===== config.mk =====
export PLATFORM = sky130hd
export DESIGN_NAME = jedro_1_wb_arbiter
export DESIGN_NICKNAME = d
export VERILOG_FILES = /design/src/rtl/jedro_1_pkg.sv /design/src/rtl/jedro_1_wb_scoreboard.sv /design/src/rtl/jedro_1_wb_arbiter.sv
export SDC_FILE = /design/constraint.sdc
export NUM_CORES = 1
export LEC_CHECK = 0
export ABC_AREA = 1
export BUFFER_PORTS_ARGS = -buffer_cell sky130_fd_sc_hd__buf_2
export CORE_MARGIN = 3
export CORE_UTILIZATION = 55
export CTS_BUF_LIST = sky130_fd_sc_hd__clkbuf_8
export DETAILED_ROUTE_END_ITERATION = 8
export GPL_TIMING_DRIVEN = 0
export HOLD_SLACK_MARGIN = 0.08
export PLACE_DENSITY = 0.93
export SLEW_MARGIN = 20
export SYNTH_ARGS = -nofsm -noshare
export SYNTH_HDL_FRONTEND = slang
export SYNTH_SLANG_ARGS = --single-unit

===== constraint.sdc =====
create_clock -name clk_i -period 2.76 [get_ports clk_i]
set_input_delay 0.414 -clock clk_i [delete_from_list [all_inputs] [get_ports clk_i]]
set_output_delay 0.414 -clock clk_i [all_outputs]
set_load 0.02 [all_outputs]

===== src/rtl/jedro_1_pkg.sv =====
`default_nettype none
// ============================================================================
// Module   : jedro_1_pkg
// Brief    : Shared types and default widths for the jedro_1 writeback path.
// Revision : 1.0 - initial release
// ============================================================================
package jedro_1_pkg;

    localparam int DATA_WIDTH_DEF     = 32;
    localparam int REG_ADDR_WIDTH_DEF = 5;

    typedef enum logic {
        WB_SRC_ALU = 1'b0,
        WB_SRC_LSU = 1'b1
    } wb_src_e;

endpackage : jedro_1_pkg
`default_nettype wire


===== src/rtl/jedro_1_wb_scoreboard.sv =====
`default_nettype none
// ============================================================================
// Module   : jedro_1_wb_scoreboard
// Brief    : Pending-load bit per register and read-after-write hazard detect.
// Revision : 1.0 - initial release
// ============================================================================
module jedro_1_wb_scoreboard
    import jedro_1_pkg::*;
#(
    parameter int REG_ADDR_WIDTH = REG_ADDR_WIDTH_DEF
) (
    input  logic                      clk_i,
    input  logic                      rst_i,
    input  logic                      set_i,
    input  logic [REG_ADDR_WIDTH-1:0] set_addr_i,
    input  logic                      clr_i,
    input  logic [REG_ADDR_WIDTH-1:0] clr_addr_i,
    input  logic                      wpc_we_i,
    input  logic [REG_ADDR_WIDTH-1:0] wpc_addr_i,
    input  logic [REG_ADDR_WIDTH-1:0] rpa_addr_i,
    input  logic [REG_ADDR_WIDTH-1:0] rpb_addr_i,
    output logic                      hazard_o
);

    localparam int NUM_REGISTERS = 2 ** REG_ADDR_WIDTH;

    logic [NUM_REGISTERS-1:0] pending_q;
    logic [NUM_REGISTERS-1:0] pending_d;
    logic                     hazard_a;
    logic                     hazard_b;

    // Set is applied after clear so a load re-issued on its own commit cycle stays pending.
    always_comb begin
        pending_d = pending_q;
        if (clr_i) begin
            pending_d[clr_addr_i] = 1'b0;
        end
        if (set_i) begin
            pending_d[set_addr_i] = 1'b1;
        end
        pending_d[0] = 1'b0;
    end

    always_ff @(posedge clk_i) begin
        if (rst_i) begin
            pending_q <= '0;
        end else begin
            pending_q <= pending_d;
        end
    end

    // The in-flight write is also a hazard: the regfile only updates at the end of that cycle.
    always_comb begin
        hazard_a = (rpa_addr_i != '0) &&
                   (pending_q[rpa_addr_i] || (wpc_we_i && (wpc_addr_i == rpa_addr_i)));
        hazard_b = (rpb_addr_i != '0) &&
                   (pending_q[rpb_addr_i] || (wpc_we_i && (wpc_addr_i == rpb_addr_i)));
        hazard_o = hazard_a || hazard_b;
    end

endmodule : jedro_1_wb_scoreboard
`default_nettype wire


===== src/rtl/jedro_1_wb_arbiter.sv =====
`default_nettype none
// ============================================================================
// Module   : jedro_1_wb_arbiter
// Brief    : Arbitrates ALU/LSU writeback onto regfile port C, registered output.
//            Macro JEDRO_1_WB_RR_EN selects round-robin on conflict; default is
//            fixed LSU priority.
// Revision : 1.0 - initial release
// ============================================================================
module jedro_1_wb_arbiter
    import jedro_1_pkg::*;
#(
    parameter int DATA_WIDTH     = DATA_WIDTH_DEF,
    parameter int REG_ADDR_WIDTH = REG_ADDR_WIDTH_DEF
) (
    input  logic                      clk_i,
    input  logic                      rst_i,
    input  logic                      alu_valid_i,
    output logic                      alu_ready_o,
    input  logic [REG_ADDR_WIDTH-1:0] alu_addr_i,
    input  logic [DATA_WIDTH-1:0]     alu_data_i,
    input  logic                      lsu_valid_i,
    output logic                      lsu_ready_o,
    input  logic [REG_ADDR_WIDTH-1:0] lsu_addr_i,
    input  logic [DATA_WIDTH-1:0]     lsu_data_i,
    input  logic                      load_issue_i,
    input  logic [REG_ADDR_WIDTH-1:0] load_issue_addr_i,
    input  logic [REG_ADDR_WIDTH-1:0] rpa_addr_i,
    input  logic [REG_ADDR_WIDTH-1:0] rpb_addr_i,
    output logic                      hazard_o,
    output logic                      wpc_we_o,
    output logic [REG_ADDR_WIDTH-1:0] wpc_addr_o,
    output logic [DATA_WIDTH-1:0]     wpc_data_o
);

    logic                      alu_gnt;
    logic                      lsu_gnt;
    logic                      conflict;
    logic                      wpc_we_q;
    logic [REG_ADDR_WIDTH-1:0] wpc_addr_q;
    logic [DATA_WIDTH-1:0]     wpc_data_q;
    wb_src_e                   src_q;

    assign conflict = alu_valid_i && lsu_valid_i;

`ifdef JEDRO_1_WB_RR_EN
    wb_src_e rr_ptr_q;

    // Pointer hands preference to whoever lost the last conflict.
    always_ff @(posedge clk_i) begin
        if (rst_i) begin
            rr_ptr_q <= WB_SRC_LSU;
        end else if (conflict) begin
            rr_ptr_q <= (rr_ptr_q == WB_SRC_LSU) ? WB_SRC_ALU : WB_SRC_LSU;
        end
    end
`endif

    always_comb begin
        alu_gnt = 1'b0;
        lsu_gnt = 1'b0;
        if (!rst_i) begin
            if (conflict) begin
`ifdef JEDRO_1_WB_RR_EN
                lsu_gnt = (rr_ptr_q == WB_SRC_LSU);
                alu_gnt = (rr_ptr_q == WB_SRC_ALU);
`else
                lsu_gnt = 1'b1;
`endif
            end else begin
                alu_gnt = alu_valid_i;
                lsu_gnt = lsu_valid_i;
            end
        end
    end

    assign alu_ready_o = alu_gnt;
    assign lsu_ready_o = lsu_gnt;

    // x0 grants are accepted but leave address/data holding their last values.
    always_ff @(posedge clk_i) begin
        if (rst_i) begin
            wpc_we_q   <= 1'b0;
            wpc_addr_q <= '0;
            wpc_data_q <= '0;
            src_q      <= WB_SRC_ALU;
        end else begin
            wpc_we_q <= 1'b0;
            if (lsu_gnt && (lsu_addr_i != '0)) begin
                wpc_we_q   <= 1'b1;
                wpc_addr_q <= lsu_addr_i;
                wpc_data_q <= lsu_data_i;
                src_q      <= WB_SRC_LSU;
            end else if (alu_gnt && (alu_addr_i != '0)) begin
                wpc_we_q   <= 1'b1;
                wpc_addr_q <= alu_addr_i;
                wpc_data_q <= alu_data_i;
                src_q      <= WB_SRC_ALU;
            end
        end
    end

    assign wpc_we_o   = wpc_we_q;
    assign wpc_addr_o = wpc_addr_q;
    assign wpc_data_o = wpc_data_q;

    jedro_1_wb_scoreboard #(
        .REG_ADDR_WIDTH (REG_ADDR_WIDTH)
    ) u_scoreboard (
        .clk_i      (clk_i),
        .rst_i      (rst_i),
        .set_i      (load_issue_i),
        .set_addr_i (load_issue_addr_i),
        .clr_i      (wpc_we_q && (src_q == WB_SRC_LSU)),
        .clr_addr_i (wpc_addr_q),
        .wpc_we_i   (wpc_we_q),
        .wpc_addr_i (wpc_addr_q),
        .rpa_addr_i (rpa_addr_i),
        .rpb_addr_i (rpb_addr_i),
        .hazard_o   (hazard_o)
    );

endmodule : jedro_1_wb_arbiter
`default_nettype wire


==> summary.txt <==
Row count - 29
Synthesized Nets - 702
Most used DFF post-synth - dfxtp_1
CP max stage delay - 500 ps
Starting density of the core - 58.8%
Pwr dens - 487 nW/um2
Clock Path Buffers - 2
CTS H-tree lvls - 3
Post-synth top area share - 36.1%
Die Wd - 90.0 um
HPWL Detailed - 9.81 mm
RR Endpoint - u_scoreboard.pending_q[28]$_SDFF_PP0_
Fin crit period - 2220 ps
Initial antenna violation count - 0
Placed Area - 4660 um2
Via density - 5.60
Leakage - 2.21 nW
Setup Buffers After CTS - 0
CTS Sinks - 70
CP max stage cell - dfxtp_1
Vias in the first global route - 4521
Clock transition at path regs - 70 ps
Syn_area_per_cell - 6.38 um2
Period Utilization, post-route - 80.5%
Seq cells post-synth - 70
Final antenna-violating net count - 0
Post-Synthesis Cells - 608
Clk root buf - clkbuf_8
Tot GR Track Use - 30.8%
Crit. End Element - primary output
Total CTS buffers - 9
Fillers - 556
Largest area contributor in the netlist - dfxtp_1
GRT busiest layer - met2
Via count - 4741
Crit path max-delay family - flip-flops
Worst-Margin Slew - 1050 ps
Clk_skew - 9.34 ps
F_max - 450 MHz
Number of flops mapped to enable cells by yosys - 0
Status - finished clean
Hold Crit Endpoint - wpc_data_o[14]$_SDFFE_PP0P_
Synth cell types - 30
Detailed Route Iter0 Violations - 451
Seq/Total Area, Yosys - 36.1%
Height of the die - 90.0 um
Most numerous cell in the Yosys netlist - nand2_1
WL/cell - 15.1 um
CP bufs+invs - 2
Largest net degree at the start of global routing - 11
First-pass GRT wire length - 20.7 mm
Crit Path Max Fanout - 8
Worst hold path class - in -> reg
Final setup viols - 0
IO Count - 135
Ratio of cells with drive above 1 in the final layout - 24.9%
Cell Chain, Critical Path - inv_1 > o22ai_1 > nor2_1 > nand3_1 > nand2_1 > nor2_1 > nand2_1 > nand2_1 > nand2_1 > buf_2
Crit path arrival time - 1810 ps
Hold_sp - lsu_data_i[14]
Core Area - 6600 um2
Post-Layout Inst Area - 4830 um2
Synth warnings - 0
Synth async-reset ratio - 0%
Routed wire length - 12.8 mm
Max Cap Viol - 0
Startpoint types - flop
Post-Syn Area - 3880 um2
Most used cell, CP - nand2_1
R2r setup slk - 1270 ps
M1 GR Usage - 37.4%
DRC violations left - 0
Critical Path Source - wpc_addr_o[4]$_SDFFE_PP0P_
Fin nets - 845
TritonCTS clock tree - yes
Antenna Cells - 0
GR Util met2 - 52.3%
RePlAce Congestion - 0.962
Worst path required time - 2350 ps
Worst vdd ir - 0.000355 V
Total grt overflow - 0
Slew headroom - 29.8%
Skew-Pair Late Insertion Delay - 340 ps
Unrepaired setup endpoints after global routing - false
Dominant cells by area after synthesis - dfxtp_1, nand2_1, a21oi_1
Worst R2R Path Depth - 5
First-pass DRT Iterations - 5
Hold_buf cts - 0
WS Path Type - reg -> out
Setup TNS - 0 ps
Endpoints failing hold - 0
WHS Path Cells - 3
M3 GR Usage - 6.59%
Buffers on Ports - 132
R2r startpoint - wpc_we_o$_SDFF_PP0_
# resized after CTS - 0
Most frequent cells after synthesis - nand2_1, a21oi_1, nor2_1
Total Die Area - 8100 um2
Slew Viols, Final - 0
Area Overhead vs Synth - 24.5%
worst register-to-register path, cell delays in order (launching register included):
cell	delay, ps
dfxtp_1	380
nand2_1	70
inv_1	100
nand3_1	330
o21ai_0	360
a21oi_1	130
registers in the layout (all words and copies together) (netlist names):
register	flops
wpc_data_o	32
u_scoreboard.pending_q	31
wpc_addr_o	5
src_q	1
wpc_we_o	1
placed cells by master, fill, tap and decap left out, types with 5 or more instances in the layout:
| master | netlist | layout |
|---|---|---|
| nand2_1 | 152 | 152 |
| buf_2 | 9 | 141 |
| a21oi_1 | 75 | 75 |
| nor2_1 | 72 | 72 |
| dfxtp_1 | 70 | 70 |
| nand3_1 | 54 | 54 |
| o21ai_0 | 39 | 39 |
| inv_1 | 37 | 38 |
| o21ai_1 | 33 | 33 |
| nor3_1 | 12 | 12 |
| clkbuf_8 | 0 | 12 |
| nor2_2 | 10 | 10 |
| clkbuf_1 | 8 | 8 |
| buf_6 | 6 | 6 |
| o22ai_1 | 6 | 6 |
| buf_4 | 5 | 5 |
worst max-delay path by stage:
stage	endpoint	slack (ps)	cells after the start
6_report	hazard_o	540	10
5_1_grt	hazard_o	430	11
4_1_cts	hazard_o	560	10
3_5_place_dp	hazard_o	650	12
3_3_place_gp	hazard_o	630	12
2_1_floorplan	hazard_o	1030	10
area by class of cell:
class                   count  area (um2)  share of cell area [%]
plain buffers              30         189                    3.91
clock buffers              12         165                    3.42
clock inverters             2        8.76                   0.181
inverters                  42         161                    3.34
multi-input cells         466        2130                    44.1
flip-flops and latches     70        1400                    29.0
well taps                  93         116                    2.41
repair buffers            132         661                    13.7
cells by family after synthesis:
| family | synth area share (%) |
|---|---|
| XOR/XNOR | 0.226 |
| buffers and inverters | 9.03 |
| AND/OR/NAND/NOR | 33.8 |
| AO/OA/AOI/OAI | 20.8 |
| flip-flops | 36.1 |
per-stage QoR:
step / util, % / std cells / setup WS [ps] / power [mW] / hold slack (ps)
global placement: 70.5 / 833 / 630 / 1.60 / 448
floorplan: - / 608 / 1030 / 1.42 / 445
global route: 73.2 / 847 / 429 / 2.44 / 339
finish: 73.2 / 847 / 537 / 2.35 / 346
CTS: 73.2 / 847 / 556 / 2.34 / 344
detailed placement: 70.5 / 833 / 647 / 1.62 / 451
power by group:
part,switching (mW),total [mW],internal [mW]
clock network,0.358,0.744,0.386
logic,0.327,0.518,0.191
registers,0.0326,1.09,1.06
per-layer routing:
layer | share of wire, % | up-vias
met5 | 0 | -
met4 | 2.7 | 0
met3 | 9.7 | 32
met2 | 48 | 258
met1 | 40 | 2153
li1 | - | 2298
No activity file was read; power rests on OpenSTA's default activity.
